### config.mk
export PLATFORM = sky130hd
export DESIGN_NAME = store_align_unit
export DESIGN_NICKNAME = d
export VERILOG_FILES = /design/src/rtl/store_align_unit.sv
export SDC_FILE = /design/constraint.sdc
export NUM_CORES = 1
export LEC_CHECK = 0
export CORE_MARGIN = 5
export CORE_UTILIZATION = 51
export DETAILED_ROUTE_END_ITERATION = 8
export MAX_ROUTING_LAYER = met4
export PLACE_DENSITY_LB_ADDON = 0.3
export SLEW_MARGIN = 10
export SYNTH_ARGS = -nofsm -noshare
export SYNTH_HDL_FRONTEND = slang
export SYNTH_SLANG_ARGS = --single-unit
### constraint.sdc
create_clock -name clk -period 5.5 [get_ports clk]
set_clock_uncertainty 0.2 [all_clocks]
set_input_delay 1.1 -clock clk [delete_from_list [all_inputs] [get_ports clk]]
set_output_delay 1.1 -clock clk [all_outputs]
set_load 0.02 [all_outputs]
### src/rtl/store_align_unit.sv
// store_align_unit: store path of the core. Narrows a register value to
// SB/SH/SW width, lane-aligns it onto a 32-bit word-addressed memory port,
// generates byte strobes and splits word-crossing stores into two beats.
module store_align_unit #(
  parameter bit ALLOW_MISALIGNED = 1'b1
) (
  input  logic        clk,
  input  logic        rst_n,
  input  logic        i_req_valid,
  output logic        o_req_ready,
  input  logic [31:0] i_req_addr,
  input  logic [31:0] i_req_data,
  input  logic [2:0]  i_req_funct3,
  output logic        o_mem_valid,
  input  logic        i_mem_ready,
  output logic [31:0] o_mem_addr,
  output logic [31:0] o_mem_wdata,
  output logic [3:0]  o_mem_wstrb,
  output logic        o_done,
  output logic        o_err
);

  typedef enum logic [2:0] {
    S_IDLE,
    S_BEAT0,
    S_BEAT1,
    S_FINISH,
    S_ERROR
  } state_t;

  state_t      r_state;
  logic        r_started;
  logic [31:0] r_addr;
  logic [31:0] r_data;
  logic [3:0]  r_mask;

  logic [3:0]  w_in_mask;
  logic        w_in_legal;
  logic [7:0]  w_in_m8;
  logic        w_in_cross;
  logic [31:0] w_in_bytes;
  logic        w_accept;

  logic [7:0]  w_m8;
  logic [63:0] w_d64;
  logic [31:0] w_beat0_addr;
  logic [31:0] w_beat1_addr;

  // Decode the incoming request; only feeds the state/latch registers.
  always_comb begin
    w_in_mask  = 4'b0000;
    w_in_legal = 1'b0;
    case (i_req_funct3)
      3'b000: begin w_in_mask = 4'b0001; w_in_legal = 1'b1; end
      3'b001: begin w_in_mask = 4'b0011; w_in_legal = 1'b1; end
      3'b010: begin w_in_mask = 4'b1111; w_in_legal = 1'b1; end
      default: begin w_in_mask = 4'b0000; w_in_legal = 1'b0; end
    endcase
    w_in_m8    = {4'b0000, w_in_mask} << i_req_addr[1:0];
    w_in_cross = |w_in_m8[7:4];
    w_in_bytes = {{8{w_in_mask[3]}}, {8{w_in_mask[2]}},
                  {8{w_in_mask[1]}}, {8{w_in_mask[0]}}};
  end

  assign w_accept = o_req_ready & i_req_valid;

  // Lane placement derived from the latched (already narrowed) request.
  assign w_m8         = {4'b0000, r_mask} << r_addr[1:0];
  assign w_d64        = {32'b0, r_data} << {r_addr[1:0], 3'b000};
  assign w_beat0_addr = {r_addr[31:2], 2'b00};
  assign w_beat1_addr = w_beat0_addr + 32'd4;

  // Store sequencer: latch the request in IDLE, then walk the beats.
  always_ff @(posedge clk or negedge rst_n) begin
    if (!rst_n) begin
      r_state   <= S_IDLE;
      r_started <= 1'b0;
      r_addr    <= 32'b0;
      r_data    <= 32'b0;
      r_mask    <= 4'b0;
    end else begin
      r_started <= 1'b1;
      case (r_state)
        S_IDLE: begin
          if (w_accept) begin
            r_addr <= i_req_addr;
            r_data <= i_req_data & w_in_bytes;
            r_mask <= w_in_mask;
            if (!w_in_legal)
              r_state <= S_ERROR;
            else if (w_in_cross && !ALLOW_MISALIGNED)
              r_state <= S_ERROR;
            else
              r_state <= S_BEAT0;
          end
        end
        S_BEAT0: begin
          if (i_mem_ready)
            r_state <= (|w_m8[7:4]) ? S_BEAT1 : S_FINISH;
        end
        S_BEAT1: begin
          if (i_mem_ready)
            r_state <= S_FINISH;
        end
        S_FINISH: r_state <= S_IDLE;
        S_ERROR:  r_state <= S_IDLE;
        default:  r_state <= S_IDLE;
      endcase
    end
  end

  // Output decode from state and latched registers only.
  always_comb begin
    o_req_ready = r_started && (r_state == S_IDLE);
    o_mem_valid = 1'b0;
    o_mem_addr  = 32'b0;
    o_mem_wdata = 32'b0;
    o_mem_wstrb = 4'b0;
    o_done      = 1'b0;
    o_err       = 1'b0;
    case (r_state)
      S_BEAT0: begin
        o_mem_valid = 1'b1;
        o_mem_addr  = w_beat0_addr;
        o_mem_wdata = w_d64[31:0];
        o_mem_wstrb = w_m8[3:0];
      end
      S_BEAT1: begin
        o_mem_valid = 1'b1;
        o_mem_addr  = w_beat1_addr;
        o_mem_wdata = w_d64[63:32];
        o_mem_wstrb = w_m8[7:4];
      end
      S_FINISH: o_done = 1'b1;
      S_ERROR:  o_err  = 1'b1;
      default: ;
    endcase
  end

endmodule
# == Word level (Yosys, flattened, before mapping) ==
# Index checks and enable logic that the tools add are counted.
# totals
mem_count,0
mem_bits_rw,0
latch_bits,0
elab_cells,41
regBits,72
rom_bits,0
input_bits,71
# op_classes
n_mux,14
magnitude_cmp,0
shift,2
div_mod_pow,0
bitwise,2
addsub,1
n_reduce_logical,8
n_eq_ne,9
n_mul,0
# ops
op,n
32-bit one-hot mux with 2 select lines,2
32-bit by 5-bit << shifter with 64-bit output,1
"32-bit by 3-bit adder with 32-bit output, second input constant",1
32-bit AND,1
3-bit two-way mux,4
4-bit one-hot mux with 3 select lines,1
"3-bit by 2-bit equality test with 1-bit output, second input constant",3
3-bit one-hot mux with 3 select lines,1
4-bit one-hot mux with 2 select lines,1
4-bit by 2-bit << shifter with 8-bit output,1
"3-bit by 1-bit equality test with 1-bit output, second input constant",2
3-bit zero test,2
"2-bit != test, second input constant",3
1-bit two-way mux,5
4-bit OR reduction,1
"3-bit equality test, second input constant",1
3-bit AND reduction,1
3-bit OR reduction,1
2-bit AND reduction,1
2-bit OR reduction,1
1-bit AND,1
1-bit logical AND,1

# == Longest topological paths before layout ==
# depth
ltp_word,6
depth_mapped,7

# == Least setup slack after synthesis ==
# No wires, ideal clock.
# synth_path
kind,register to output
start,register r_addr[2]
end,output port o_mem_addr[30]
arrival_time_ns,2.094
slack_ns,2.106
stages_incl_launch_ff,7
n_path_buf,0
cell_sequence,dfrtp_1 ha_1 nand4_4 nor4_4 and3_2 nand2_1 o21ai_0
# synth_via
elab_chain_cells,2
# synth_lines
element,line_no,rtl
start: declaration,33,logic [31:0] r_addr;
start signal: assignment,86,r_addr <= i_req_addr;
32-bit by 3-bit adder with 32-bit output,71,assign w_beat1_addr = w_beat0_addr + 32'd4;
32-bit one-hot mux with 2 select lines,121,case (r_state)
end: declaration,16,"output logic [31:0] o_mem_addr,"
# Every way passes these cells.

# == Final worst setup path ==
# layout_path
start,register r_state[2]
end,output port o_mem_wdata[5]
# layout_via
elab_chain_cells,2
word_cells_on_any_way,3
# layout_lines
element,line_no,rtl
start: declaration,31,state_t r_state;
start signal: assignment,99,r_state <= (|w_m8[7:4]) ? S_BEAT1 : S_FINISH;
3-bit by 2-bit equality test with 1-bit output or 3-bit by 1-bit equality test with 1-bit output (tied branches),121,
32-bit one-hot mux with 2 select lines *,121,
end: declaration,17,"output logic [31:0] o_mem_wdata,"
# Every way passes the cells marked *; elsewhere a longest branch is shown, timed or not.

==> run summary <==
number of synthesized register bits: 71
cells after synthesis: 499
Simple-Gate Fraction of Synth Area: 18.6%
total of max-cap violations: 0
layout cell share with drive strength beyond 1: 13.4%
Final Core Density: 71.2%
status: complete, no violations
largest delay contributor family on the critical path: simple AND/OR/NAND/NOR gates
CTS max path bufs: 2
number of library cell types mapped by synthesis: 52
die area: 11000 um^2
Antenna Nets Post-Route: 0
Avg Inst Size Synth: 9.23 um^2
CP Launch Type: flip-flop
critical path peak fanout: 16
Root Buffer: clkbuf_8
initial antenna violation count: 0
maximum VDD drop: 251 uV
WP data arrival: 3.24 ns
Bufs and invs on worst path: 1
# diodes: 0
top-area cell type share of the netlist area: 38.6%
Hold Path Cell Cnt: 1
Routability Congestion: 0.911
DRT Pass-1 Iters: 5
Post-DP Area: 6000 um^2
H-tree Lvls: 3
fmax: 220 MHz
global-route wire length before repair: 22600 um
Synth top cells by count: 71 x dfrtp_1, 69 x nand2_1, 50 x o21ai_0
worst-skew pair later-pin latency: 0.34 ns
Worst Max-Slew Pin Slew: 1.05 ns
DRC viols: 0
min-delay worst type: reg -> reg
global-route total usage across every layer: 25.5%
Post-CTS Setup Repair Bufs: 0
asr flop ratio synth: 100%
multiplexer share of the synthesized area: 17.4%
Area Overhead vs Synth: 35.5%
CTS Buf Count: 9
CP endpoint kind: primary output
Die Wd: 105 um
final hold viol count: 0
clock share of power: 14.8%
DP HPWL: 9960 um
count leader, synth: dfrtp_1
Worst R2R Path Depth: 4
Tmin final: 4.54 ns
number of synthesized flops with an enable pin: 0
ys flop type: dfrtp_1
Design Area, Final: 6240 um^2
post-route setup TNS: 0 ns
CTS tree: done
pin count of the biggest net entering global routing: 78
Final nets: 687
Yosys top cell by area: dfrtp_1
post-cts sizing count: 0
WL final: 14100 um
adder-cell share of the synthesized area: 0.272%
Sink Count: 71
Final Power: 3.37 mW
total leakage power: 2.50 nW
core area: 8760 um^2
initial core utilization: 52.6%
Slew headroom: 29.9%
Synthesis Warnings: 0
final period utilization: 82.5%
vias per cell: 6.17
WP data required: 4.20 ns
final slew viol count: 0
Logic pwr share: 52.4%
sequential group share of total power: 32.9%
gr ovfl total: 0
final setup fails: 0
Psw: 1.51 mW
PD cells: 541 nW/um^2
site row count: 34
sequential share of the synthesized area: 38.6%
die height: 105 um
Synth Area in XOR/XNOR: 0.570%
crit path cell chain: nor2_1 > and2_1 > nand2b_1 > nor2_2 > o2bb2ai_1 > clkdlybuf4s50_1
# port buffers: 140
vias in the first global route: 4455
hold buffers post-CTS: 0
RSZ-0062 raised after global routing: false
crit path kind: reg -> out
Stages on worst setup path: 6
fill cell count: 666
final hold slack: 0.372 ns
internal power: 1.86 mW
clock-pin transition on the worst setup and hold timing paths: 0.08 ns
CP max-delay cell: clkdlybuf4s50_1
largest family of logic cells by synthesized area: compound AO/OA/AOI/OAI gates
Compound-Gate Fraction of Synth Area: 20.0%
Starting DRT DRC Count: 361
DR vias: 4489
io pins: 143
Net Sw Frac: 44.8%
drt wl/cell: 19.4 um
footprint of the multi-input gates: 2640 um^2
largest cells by area after synthesis: dfrtp_1 39%, mux2_2 12%, mux2i_1 5.7%, nand2_1 5.6%, o21ai_0 5.4%
register area: 1780 um^2
Synth Cell Area: 4610 um^2
Slowest Stage Delay on Critical Path: 0.64 ns
## cell usage in the layout (no fill, tap or decap), drive strengths merged, types with 4 or more instances in the layout
master / count
clkdlybuf4s50: 139
dfrtp: 71
nand2: 70
o21ai: 50
mux2: 48
mux2i: 26
a22o: 26
nor2: 26
nand3: 20
a21oi: 17
nand4: 13
clkbuf: 12
a31oi: 9
o22ai: 8
a22oi: 8
o2bb2ai: 8
buf: 7
and3: 6
nor2b: 5
nor4: 5
o41ai: 4
or3: 4
## flip-flops by register name (all words and copies together) (netlist names)
signal     cells
r_addr        32
r_data        32
r_mask         3
r_state        3
r_started      1
## per-stage QoR
stage / std cells / setup WS (ns)
floorplan: 500 / 2.11
global placement: 712 / 1.44
finish: 728 / 0.965
detailed placement: 712 / 1.36
global route: 728 / 0.689
CTS: 728 / 0.972
## cell families after synthesis
| family | after synthesis |
|---|---|
| compound gates | 141 |
| xor+xnor | 3 |
| fa+ha+maj | 1 |
| buf+inv | 45 |
| flops | 71 |
| mux | 74 |
| other cells | 2 |
| simple gates | 162 |
## layer usage
metal	share of wire (%)	vias to the layer above	track usage, %
met5	0	-	-
met4	1.6	0	8.04
met3	8.0	23	5.30
met2	49	249	40.5
met1	42	2149	32.7
li1	-	2068	-
## path summary, 6_finish.rpt
| path | start | end | slack, ns |
|---|---|---|---|
| setup / recovery | r_state[2] | o_mem_wdata[5] | 0.96 |
| hold / removal | r_addr[29] | r_addr[29] | 0.37 |
| setup reg to reg | r_state[2] | r_data[26] | 3.16 |
| hold reg to reg | r_addr[29] | r_addr[29] | 0.37 |
| max in group asynchronous | rst_n | r_data[14] | 3.74 |
| min in group asynchronous | rst_n | r_addr[10] | 0.76 |
## worst register-to-register path, stage by stage, from the launching register on
cell and delay, ns:
dfrtp_1 0.48, nor4b_4 0.37, nand2_2 0.12, nor4b_4 0.87, a22o_1 0.26
## power by group through the flow
stage                     Clock, mW  Combinational, mW  Sequential (mW)
final                         0.499               1.77             1.11
after detailed placement          0               1.76             1.10
after global routing          0.529               1.90             1.14
after global placement            0               1.72             1.09
after floorplan                   0               1.23            0.927
after CTS                     0.506               1.77             1.09
## area by class of cell
class                      count  area share [%]
multi-input combinational    384            42.2
sequential                    71            28.5
timing repair buffer         146            23.1
clock buffer                  12            2.65
tap                          108            2.16
clock inverter                 4            1.22
inverter                       3           0.180
(Power assumes the default switching activity.)
